`config.mk`:
```
export PLATFORM = sky130hd
export DESIGN_NAME = bus_dev_port
export DESIGN_NICKNAME = d
export VERILOG_FILES = /design/src/rtl/bus_dev_port.sv
export SDC_FILE = /design/constraint.sdc
export NUM_CORES = 1
export LEC_CHECK = 0
export CORE_MARGIN = 4
export CORE_UTILIZATION = 38
export DETAILED_ROUTE_END_ITERATION = 8
export GPL_TIMING_DRIVEN = 0
export MAX_ROUTING_LAYER = met4
export PLACE_DENSITY = 0.67
export SLEW_MARGIN = 15
export SYNTH_ARGS = -nofsm -noshare
export SYNTH_HDL_FRONTEND = slang
export SYNTH_SLANG_ARGS = --single-unit
```
`constraint.sdc`:
```
create_clock -name clk -period 13.1 [get_ports clk]
set_clock_uncertainty 0.05 [all_clocks]
set_input_delay 2.62 -clock clk [delete_from_list [all_inputs] [get_ports clk]]
set_output_delay 2.62 -clock clk [all_outputs]
set_load 0.02 [all_outputs]
```
`src/rtl/bus_dev_port.sv`:
```
// Per-device bus port: TX FIFO toward the bus, destination-filtered RX FIFO from the bus.
// Latency: 1 cycle from accepted write/push to visible head; heads and flags are registered-state only.
// Backpressure: a full FIFO drops new entries unless the head is consumed in the same cycle; RX drops set a sticky overflow flag.

// Generic first-word-fall-through circular FIFO with an occupancy counter.
// Latency: an accepted write is visible at the head after the next rising edge.
// Backpressure: a write while full is dropped unless a read is accepted in the same cycle.
module bus_dev_port_fifo #(
    parameter int W     = 20,
    parameter int DEPTH = 8
) (
    input  logic                     clk,
    input  logic                     reset,
    input  logic                     wr,
    input  logic [W-1:0]             wdata,
    input  logic                     rd,
    output logic [W-1:0]             rdata,
    output logic [$clog2(DEPTH):0]   count,
    output logic                     full,
    output logic                     empty,
    output logic                     wr_ok
);
    localparam int PW = $clog2(DEPTH);
    localparam int CW = PW + 1;

    logic [W-1:0]  mem_q [DEPTH];
    logic [W-1:0]  mem_d [DEPTH];
    logic [PW-1:0] wr_ptr_q, wr_ptr_d;
    logic [PW-1:0] rd_ptr_q, rd_ptr_d;
    logic [CW-1:0] count_q, count_d;
    logic          rd_ok;

    // Accept rules: a read needs data; a write needs room, or a read freeing a slot this cycle.
    always_comb begin
        rd_ok    = rd && (count_q != '0);
        wr_ok    = wr && ((count_q != CW'(DEPTH)) || rd_ok);
        mem_d    = mem_q;
        wr_ptr_d = wr_ptr_q;
        rd_ptr_d = rd_ptr_q;
        count_d  = count_q;
        if (wr_ok) begin
            mem_d[wr_ptr_q] = wdata;
            wr_ptr_d        = wr_ptr_q + PW'(1);
        end
        if (rd_ok) begin
            rd_ptr_d = rd_ptr_q + PW'(1);
        end
        if (wr_ok && !rd_ok) begin
            count_d = count_q + CW'(1);
        end else if (rd_ok && !wr_ok) begin
            count_d = count_q - CW'(1);
        end
    end

    // Pointer and occupancy registers; reset discards everything in flight.
    always_ff @(posedge clk) begin
        if (reset) begin
            wr_ptr_q <= '0;
            rd_ptr_q <= '0;
            count_q  <= '0;
        end else begin
            wr_ptr_q <= wr_ptr_d;
            rd_ptr_q <= rd_ptr_d;
            count_q  <= count_d;
        end
    end

    // Storage is deliberately left uncleared by reset; the zeroed head output hides stale data.
    always_ff @(posedge clk) begin
        mem_q <= mem_d;
    end

    assign count = count_q;
    assign full  = (count_q == CW'(DEPTH));
    assign empty = (count_q == '0);
    assign rdata = empty ? '0 : mem_q[rd_ptr_q];
endmodule

// Device port adapter between one driver/monitor and one bus slot.
// Latency: tx_wr -> pndng/D_pop and push -> rx_data are 1 cycle; rx_ovf/misroute_cnt update on the push edge.
// Backpressure: tx_full/rx_count report occupancy; overflowing writes are dropped, RX drops latch rx_ovf.
module bus_dev_port #(
    parameter int         pckg_sz   = 20,
    parameter int         depth     = 8,
    parameter logic [7:0] dev_id    = 8'd0,
    parameter logic [7:0] broadcast = 8'hFF
) (
    input  logic                     clk,
    input  logic                     reset,
    input  logic                     tx_wr,
    input  logic [pckg_sz-1:0]       tx_data,
    output logic                     tx_full,
    output logic [$clog2(depth):0]   tx_count,
    output logic                     pndng,
    output logic [pckg_sz-1:0]       D_pop,
    input  logic                     pop,
    input  logic                     push,
    input  logic [pckg_sz-1:0]       D_push,
    input  logic                     rx_rd,
    output logic [pckg_sz-1:0]       rx_data,
    output logic                     rx_empty,
    output logic [$clog2(depth):0]   rx_count,
    output logic                     rx_ovf,
    output logic [7:0]               misroute_cnt
);
    logic       tx_empty;
    logic       tx_wr_ok;
    logic       rx_full;
    logic       rx_wr_ok;
    logic       rx_accept;
    logic [7:0] push_dst;
    logic       rx_ovf_q, rx_ovf_d;
    logic [7:0] misroute_q, misroute_d;

    bus_dev_port_fifo #(.W(pckg_sz), .DEPTH(depth)) u_tx_fifo (
        .clk   (clk),
        .reset (reset),
        .wr    (tx_wr),
        .wdata (tx_data),
        .rd    (pop),
        .rdata (D_pop),
        .count (tx_count),
        .full  (tx_full),
        .empty (tx_empty),
        .wr_ok (tx_wr_ok)
    );

    bus_dev_port_fifo #(.W(pckg_sz), .DEPTH(depth)) u_rx_fifo (
        .clk   (clk),
        .reset (reset),
        .wr    (rx_accept),
        .wdata (D_push),
        .rd    (rx_rd),
        .rdata (rx_data),
        .count (rx_count),
        .full  (rx_full),
        .empty (rx_empty),
        .wr_ok (rx_wr_ok)
    );

    // Destination filter plus sticky overflow and saturating misroute accounting.
    always_comb begin
        push_dst   = D_push[pckg_sz-1 -: 8];
        rx_accept  = push && ((push_dst == dev_id) || (push_dst == broadcast));
        rx_ovf_d   = rx_ovf_q;
        misroute_d = misroute_q;
        if (rx_accept && !rx_wr_ok) begin
            rx_ovf_d = 1'b1;
        end
        if (push && !rx_accept && (misroute_q != 8'hFF)) begin
            misroute_d = misroute_q + 8'd1;
        end
    end

    // Status registers.
    always_ff @(posedge clk) begin
        if (reset) begin
            rx_ovf_q   <= 1'b0;
            misroute_q <= 8'd0;
        end else begin
            rx_ovf_q   <= rx_ovf_d;
            misroute_q <= misroute_d;
        end
    end

    assign pndng        = !tx_empty;
    assign rx_ovf       = rx_ovf_q;
    assign misroute_cnt = misroute_q;

    // The TX accept strobe is only needed internally by the FIFO.
    logic unused_tx_wr_ok;
    assign unused_tx_wr_ok = tx_wr_ok;
endmodule

```
==> results of run 1 <==
==> power by group <==
group / total (mW) / internal, mW / switching, mW
combinational: 0.933 / 0.442 / 0.491
clock: 1.02 / 0.606 / 0.413
sequential: 1.28 / 1.25 / 0.0295
total: 3.24 / 2.30 / 0.934
==> critical path: cells and delay by family, from the launching register on <==
| kind | cells | cell delay, ns |
|---|---|---|
| muxes | 2 | 0.42 |
| buffers and inverters | 3 | 1.48 |
| DFF | 1 | 0.33 |
| and+or+nand+nor | 1 | 0.22 |
==> area by class of cell <==
class | count | area share [%]
Buffer | 35 | 0.882
Multi-Input combinational cell | 313 | 20.4
Sequential cell | 349 | 60.3
Clock inverter | 17 | 0.867
Clock buffer | 52 | 6.25
Timing Repair Buffer | 132 | 7.60
Tap cell | 461 | 3.42
Inverter | 9 | 0.200
==> registers in the layout, summed over array words and instances (netlist names) <==
| signal | flops |
|---|---|
| u_tx_fifo.wr_ptr_q | 3 |
| rx_ovf | 1 |
| u_tx_fifo.rd_ptr_q | 3 |
| u_rx_fifo.mem_q | 160 |
| u_tx_fifo.mem_q | 160 |
| u_rx_fifo.wr_ptr_q | 3 |
| u_tx_fifo.count | 4 |
| misroute_cnt | 8 |
| u_rx_fifo.count | 4 |
| u_rx_fifo.rd_ptr_q | 3 |
==> metal layers <==
layer,up-vias,part of all wire [%]
met1,3568,41
met2,230,51
met5,-,0
met4,0,1.7
met3,50,6.0
li1,3192,-
==> layout by cell type (no fill, tap or decap), types with 6 or more instances in the layout <==
master / Yosys / layout
sky130_fd_sc_hd__a21oi_1: 16 / 16
sky130_fd_sc_hd__buf_1: 10 / 10
sky130_fd_sc_hd__buf_2: 8 / 11
sky130_fd_sc_hd__buf_4: 0 / 14
sky130_fd_sc_hd__buf_6: 1 / 11
sky130_fd_sc_hd__clkbuf_1: 16 / 26
sky130_fd_sc_hd__clkbuf_16: 0 / 39
sky130_fd_sc_hd__clkdlybuf4s50_1: 0 / 105
sky130_fd_sc_hd__clkinv_1: 0 / 7
sky130_fd_sc_hd__dfxtp_1: 29 / 29
sky130_fd_sc_hd__edfxtp_1: 320 / 320
sky130_fd_sc_hd__ha_1: 11 / 11
sky130_fd_sc_hd__inv_1: 9 / 9
sky130_fd_sc_hd__mux2i_1: 45 / 45
sky130_fd_sc_hd__mux4_2: 80 / 80
sky130_fd_sc_hd__nand2_1: 13 / 13
sky130_fd_sc_hd__nand3_1: 8 / 8
sky130_fd_sc_hd__nor2_1: 64 / 60
sky130_fd_sc_hd__nor3_2: 0 / 7
sky130_fd_sc_hd__o21ai_0: 6 / 6
sky130_fd_sc_hd__xor2_1: 7 / 7
==> worst min path at each step <==
stage,from,end,cells past startpoint
3_5_place_dp,rx_ovf$_SDFFE_PP0P_,rx_ovf$_SDFFE_PP0P_,2
2_1_floorplan,u_rx_fifo.wr_ptr_q[0]$_SDFFE_PP0P_,u_rx_fifo.wr_ptr_q[0]$_SDFFE_PP0P_,2
5_1_grt,rx_ovf$_SDFFE_PP0P_,rx_ovf$_SDFFE_PP0P_,2
6_report,rx_ovf$_SDFFE_PP0P_,rx_ovf$_SDFFE_PP0P_,2
3_3_place_gp,rx_ovf$_SDFFE_PP0P_,rx_ovf$_SDFFE_PP0P_,2
4_1_cts,rx_ovf$_SDFFE_PP0P_,rx_ovf$_SDFFE_PP0P_,2
==> cell families (layout without fill, tap and decap cells) <==
kind of cell,after synthesis,after routing,synth area share [%]
compound gates,31,31,1.33
flops,349,349,74.2
buf+inv,44,245,1.33
simple gates,131,131,4.62
fa+ha+maj,13,13,1.29
mux,126,126,16.5
xor+xnor,12,12,0.765
==> results.md, run 1 <==
- The starting DRC count in detailed routing is between 400 and 500.
- The count of nets left with antenna violations after detail routing is 0.
- The final wirelength is 28300 um.
- On the critical path, the stage with the largest delay is an instance of sky130_fd_sc_hd__clkdlybuf4s50_1.
- Ranked by instance count, the synthesized netlist is headed by sky130_fd_sc_hd__edfxtp_1, sky130_fd_sc_hd__mux4_2, sky130_fd_sc_hd__nor2_1.
- The total design power is roughly 3.2 mW.
- The number of clock buffers inserted by TritonCTS is 38.
- The number of buffers added on ports is between 100 and 150.
- The non-filler instance count after layout is 1368.
- The detailed-routing iteration count for the pre-antenna-repair pass is 5.
- In this run the critical register-to-register path is captured at u_tx_fifo.count[3]$_SDFFE_PP0P_.
- The number of placed instances with taps included is 1299.
- In the global route stage, met1 resource usage came out at approximately a fifth.
- Counting flops with an async set or reset pin after synthesis yields a share of 0%.
- The multi-input combinational cells in the finished layout cover a total of 0.00345 mm^2.
- The most common cell in the synthesized netlist is sky130_fd_sc_hd__edfxtp_1.
- The number of antenna cells inserted is 0.
- Setup violations remaining at the end of the flow were counted as 0.
- Timing analysis after detailed placement gives a worst setup slack of 7.04 ns.
- Global routing consumed, on the met2 layer, 24.6% of the routing resources.
- Dividing the detail-routed via count by the number of cells gives between 5 and 6.
- The initial antenna violation count is 0.
- In the final layout, flip-flops and latches occupy between 0.01 and 0.015 mm^2.
- In this run the number of H-tree levels came out at 2.
- In this design, the stage delay of the slowest critical-path cell is 0.65 ns.
- The number of storage elements in the synthesis netlist is 349.
- Compared with the post-synthesis result, the final layout area differs by 22.9%.
- The post-CTS resize count is 0.
- The register area share after synthesis is 74.2%.
- The transition time at the pin with the least slew margin is 0.944 ns.
- The average footprint of a synthesized cell is 19.5 um^2.
- After floorplanning, the core was divided into roughly 70 placement rows.
- The run finished with clean final reports.
- Clock latency on the worst-skew pair, taken at its later pin, is between 0.5 and 0.6 ns.
- The worst ir drop on vdd is 0.176 mV.
- The first global-routing pass estimated 43300 um of wire.
- The number of hold violations in the final report is 0.
- The area fraction of the dominant cell type after synthesis is 70.0%.
- The synthesized netlist contains 41 unique library cells.
- The top fanout value on the critical path is 10.
- Synthesis produced a netlist whose cell count is 706.
- The capture point of the critical path is D_pop[0].
- The startpoint identified for the worst register-to-register timing path is u_tx_fifo.count[0]$_SDFFE_PP0P_.
- The hold-fix buffer count after cts is 0.
- After layout, the worst path uses 43.1% of the clock period.
- The number of warning messages in the yosys log is 0.
- The total nets after synthesis is 765.
- Yosys attributes the largest share of cell area to sky130_fd_sc_hd__edfxtp_1, sky130_fd_sc_hd__mux4_2, sky130_fd_sc_hd__dfxtp_1.
- The fraction of final layout cells with drive strength greater than 1 is 20.9%.
- The total overflow reported by the global router is 0.
- With fillers left out, the area of the finished cells amounts to 0.0169 mm^2.
- Summing every instance area after synthesis gives between 0.01 and 0.015 mm^2.
- The placed instances occupy a cell area of 0.0157 mm^2.
- The count of vias placed by the detailed router is 7040.
- The setup total negative slack is 0 ns.
- The worst path needs 5.64 ns of the cycle, external delays included.
- Clock-pin slew was measured on the worst setup and hold paths at 0.06 ns.
- For the worst flop-to-flop path, the logic depth is 12.
- The tool flagged a number of max-cap violations equal to 0.
- Cells fill roughly 47% of the core in the end.
- The die is 198 um tall.
- The count of pins on the block boundary is roughly 110.
- The pin count of the biggest net entering global routing is 21.
- The number of pins with negative max-slew slack in the final report is 0.
- TritonCTS built the clock tree.
- The synthesized design spends more area on one cell type than any other, namely sky130_fd_sc_hd__edfxtp_1.
- The initial utilization of the core area, before any placement, comes to 38.5%.
- The timing startpoint of the critical path is u_tx_fifo.rd_ptr_q[1]$_SDFFE_PP0P_.
- The area of the die is 0.0393 mm^2.
- The tree built by TritonCTS fans out to between 300 and 400 sinks.
- Setup repair after global routing left no endpoint under its margin.
- The minimum setup slack among reg-to-reg paths is 10.01 ns.
- Once the clock tree was built, the setup fixing pass inserted 0 buffers.
- The HPWL after detailed placement is 18300 um.
- The via count of the first global-routing pass is 7284.
- Summed over all cells, the static leakage comes to 5.30 nW.
- STA puts the critical path data required time at 10.43 ns.
- For this run, the post-layout net count is around 940.
- The global routing stage identified its most utilized layer as met2.
- On the final layout, the worst hold slack is 0.429 ns.
- Setup slack on the critical path of the routed design comes to 7.46 ns.
- Global routing consumed, on the met3 layer, under 10% of the routing resources.
- After floorplanning, the core was sized to cover 0.0357 mm^2.
- In this run the tightest slew margin relative to its limit is 37.1%.
- The signal on the critical path passes through clkbuf_1 > buf_1 > mux4_2 > mux2i_1 > nor2_1 > clkdlybuf4s50_1.
- The category of the worst setup path capture point is an output port.
- The global router's overall resource usage is 14.8%.
- The number of remaining DRC errors is 0.
- The prevailing post-synth register cell is sky130_fd_sc_hd__edfxtp_1.
- Fill cells in the final layout number around 3000.
- The class of the tightest hold or removal check is reg -> reg.
- The number of enable flip-flop cells after synthesis is 320.
- The critical path in this run is classified as reg -> out.
- Dividing total power by cell area gives a power density of roughly 190 mW/mm^2.
- For the worst setup path, the data arrival time is 2.97 ns.
- The width of the die is 198 um.
- The clock root buffer master is sky130_fd_sc_hd__clkbuf_16.
- In this run the deepest clock path goes through 3 buffers.
- Based on the critical path, the design can be clocked at up to 0.177 GHz.
- The sort of element at the start of the critical path is a flop.
- After detailed routing, the average wire length per cell comes to 20.7 um.
- The routability-driven placement congestion ratio is 0.751.
Power figures use the tool's default switching activity.
==> inputs of run 2 (changes only) <==
--- a/config.mk
+++ b/config.mk
@@ -10,7 +10,7 @@
 export DETAILED_ROUTE_END_ITERATION = 8
 export GPL_TIMING_DRIVEN = 0
 export MAX_ROUTING_LAYER = met4
-export PLACE_DENSITY = 0.67
+export PLACE_DENSITY = 0.69
 export SLEW_MARGIN = 15
 export SYNTH_ARGS = -nofsm -noshare
 export SYNTH_HDL_FRONTEND = slang
==> constraint.sdc (replaced) <==
create_clock -name clk -period 4.97 [get_ports clk]
set_clock_uncertainty 0.05 [all_clocks]
set_input_delay 0.994 -clock clk [delete_from_list [all_inputs] [get_ports clk]]
set_output_delay 0.994 -clock clk [all_outputs]
set_load 0.02 [all_outputs]
==> results.md, run 2 (same netlist as run 1, synthesis figures left out) <==
- Outcome: complete, no violations (unchanged).
- The global router's overall resource usage is 15.4% (was 14.8%).
- The most common cell after layout, fill and taps aside is sky130_fd_sc_hd__edfxtp_1 (unchanged).
- The buffer count from post-CTS setup fixing is 0 (unchanged).
- The clock root buffer master is sky130_fd_sc_hd__clkbuf_16 (unchanged).
- The detailed-routing iteration count for the pre-antenna-repair pass is 4 (was 5).
- The total design power was 8.63 mW (was 3.24 mW).
- The average routed wire per standard cell came to 21.3 um (was 20.7 um).
- The number of clock buffers inserted by TritonCTS is 36 (was 38).
- The clock latency of the later-clocked register in the worst-skew pair is 0.51 ns (was 0.52 ns).
- The register cell area after layout is 0.0102 mm^2 (unchanged).
- The initial antenna violation count is 1 (was 0).
- The total overflow reported by the global router came to 0 (unchanged).
- The data arrival time of the critical path is 3.03 ns (was 2.97 ns).
- The minimum period implied by the final worst setup slack is 4.08 ns.
- The layout net count is 939 (was 937).
- The cell with the biggest individual delay on the critical path is sky130_fd_sc_hd__nor4_1 (was sky130_fd_sc_hd__clkdlybuf4s50_1).
- The number of filler instances in the final layout is 2939 (was 2962).
- The placeable core region is 0.0357 mm^2 (unchanged).
- The TritonCTS clock tree is done (unchanged).
- The relative slew slack is 38.1% (was 37.1%).
- The count of pins on the block boundary was 106 (unchanged).
- The top fanout value on the critical path is 10 (unchanged).
- The total leakage power is 5.34 nW (was 5.30 nW).
- The final wirelength is 29200 um (was 28300 um).
- Commonest cells after routing, fill and taps aside: sky130_fd_sc_hd__edfxtp_1, sky130_fd_sc_hd__clkdlybuf4s50_1, sky130_fd_sc_hd__mux4_2 (unchanged).
- The clock sink count is 349 (unchanged).
- The mean number of vias per cell came to 5.19 (was 5.15).
- The number of buffers on the longest clock path came to 3 (unchanged).
- The routability-driven placement congestion ratio is 0.733 (was 0.751).
- The post-CTS clock slew at the launch and capture registers of the worst setup and hold paths is 0.06 ns (about the same).
- The wire length of the first global-routing pass is 44800 um (was 43300 um).
- The timing startpoint of the critical path is u_rx_fifo.count[0]$_SDFFE_PP0P_ (was u_tx_fifo.rd_ptr_q[1]$_SDFFE_PP0P_).
- The width of the die is 198 um (unchanged).
- The via count of the first global-routing pass is 7269 (was 7284).
- The count of nets left with antenna violations after detail routing is 0 (unchanged).
- The half-perimeter wire length after detailed placement is 19200 um (was 18300 um).
- The setup total negative slack was 0 ns (unchanged).
- The fraction of final layout cells with drive strength greater than 1 is 21.2% (was 20.9%).
- The transition time at the pin with the least slew margin came to 0.928 ns (was 0.944 ns).
- The maximum achievable frequency is approximately 0.25 GHz.
- The type of the worst setup path is reg -> out (unchanged).
- The synthesis-to-finish area growth was 23.4% (was 22.9%).
- The class of the tightest hold or removal check is reg -> reg (unchanged).
- The category of the worst setup path capture point is an output port (unchanged).
- The H-tree depth is 2 (unchanged).
- The fraction of the cycle the final worst path needs is 82.1%.
- The source of the worst hold timing path is rx_ovf$_SDFFE_PP0P_ (unchanged).
- The area taken by multi-input logic gates was 0.00345 mm^2 (unchanged).
- The number of buffers added on ports is 105 (unchanged).
- The sort of element at the start of the critical path is a flop (unchanged).
- The area of the die is 0.0393 mm^2 (unchanged).
- Setup repair after global routing missed its margin: false (unchanged).
- The hold-fix buffer count after cts is 0 (unchanged).
- The number of pins with negative max-slew slack in the final report is 0 (unchanged).
- The areal power density over the cells is 509 mW/mm^2 (was 192 mW/mm^2).
- The reported max-cap violation count is 0 (unchanged).
- The maximum cell stage delay along the critical path was 0.78 ns (was 0.65 ns).
- The post-CTS resize count is 0 (unchanged).
- The starting DRC count in detailed routing was 440 (was 472).
- The critical path required time is 3.93 ns (was 10.43 ns).
- Cell chain of the critical path: nor4_1 > clkbuf_1 > nor2_1 > clkdlybuf4s50_1 (was clkbuf_1 > buf_1 > mux4_2 > mux2i_1 > nor2_1 > clkdlybuf4s50_1).
- The number of remaining DRC errors is 0 (unchanged).
- The number of hold violations in the final report is 0 (unchanged).
- The pin count of the biggest net entering global routing was 21 (unchanged).
- The startpoint of the worst-slack reg-to-reg timing path was u_rx_fifo.count[0]$_SDFFE_PP0P_ (was u_tx_fifo.count[0]$_SDFFE_PP0P_).
- The count of vias placed by the detailed router is 7102 (was 7040).
- The worst ir drop on vdd is 0.324 mV (was 0.176 mV).
- The row count was 69 (unchanged).
- The setup violation total in the final timing report is 0 (unchanged).
- The starting density of the core is 38.5% (unchanged).
- The die extent in y is 198 um (unchanged).
## run 2: report_power, final
part           switching (mW)  internal [mW]
clock network            1.08           1.71
registers              0.0697           3.30
logic                    1.31           1.16
## run 2: final timing paths
kind | endpoint | slack, ns | cells past startpoint
worst max-delay path | rx_data[19] | 0.89 | 4
worst min-delay path | rx_ovf$_SDFFE_PP0P_ | 0.42 | 2
worst max register to register | u_rx_fifo.count[3]$_SDFFE_PP0P_ | 1.95 | 10
worst min register to register | rx_ovf$_SDFFE_PP0P_ | 0.42 | 2
## run 2: layout make-up
type                    instances  area share (%)
flip-flops and latches        349            60.1
clock buffers                  43            5.72
clock inverters                22            1.57
inverters                       9           0.199
well taps                     461            3.40
plain buffers                  35           0.878
diodes                          1          0.0148
multi-input cells             313            20.4
repair buffers                136            7.72
## run 2: worst max-delay path, delay by kind of cell (launching register included)
| family | cells | cell delay, ns |
|---|---|---|
| AND/OR/NAND/NOR | 2 | 0.94 |
| flip-flops | 1 | 0.37 |
| buffers and inverters | 2 | 1.20 |
## run 2: layer usage
metal  track usage, %  vias up  wire length [um]  part of all wire (%)
li1                 -     3205                 -                     -
met1             20.5     3648             12600                    43
met2             24.8      208             14200                    49
met3             3.27       41              1940                   6.6
met4             3.24        0               482                   1.7
met5                -        -                 0                     0
## run 2: through the flow
step | hold WS, ns | cell area [um^2] | std cells | setup slack, ns | utilization, %
2_1_floorplan | 0.430 | 13700 | 706 | 0.583 | -
3_3_place_gp | 0.407 | 15400 | 1272 | -2.19 | 43.1
3_5_place_dp | 0.412 | 15700 | 1303 | 0.538 | 44.1
4_1_cts | 0.426 | 16900 | 1368 | 0.898 | 47.5
5_1_grt | 0.445 | 16900 | 1369 | 0.740 | 47.5
6_report | 0.420 | 16900 | 1369 | 0.892 | 47.5
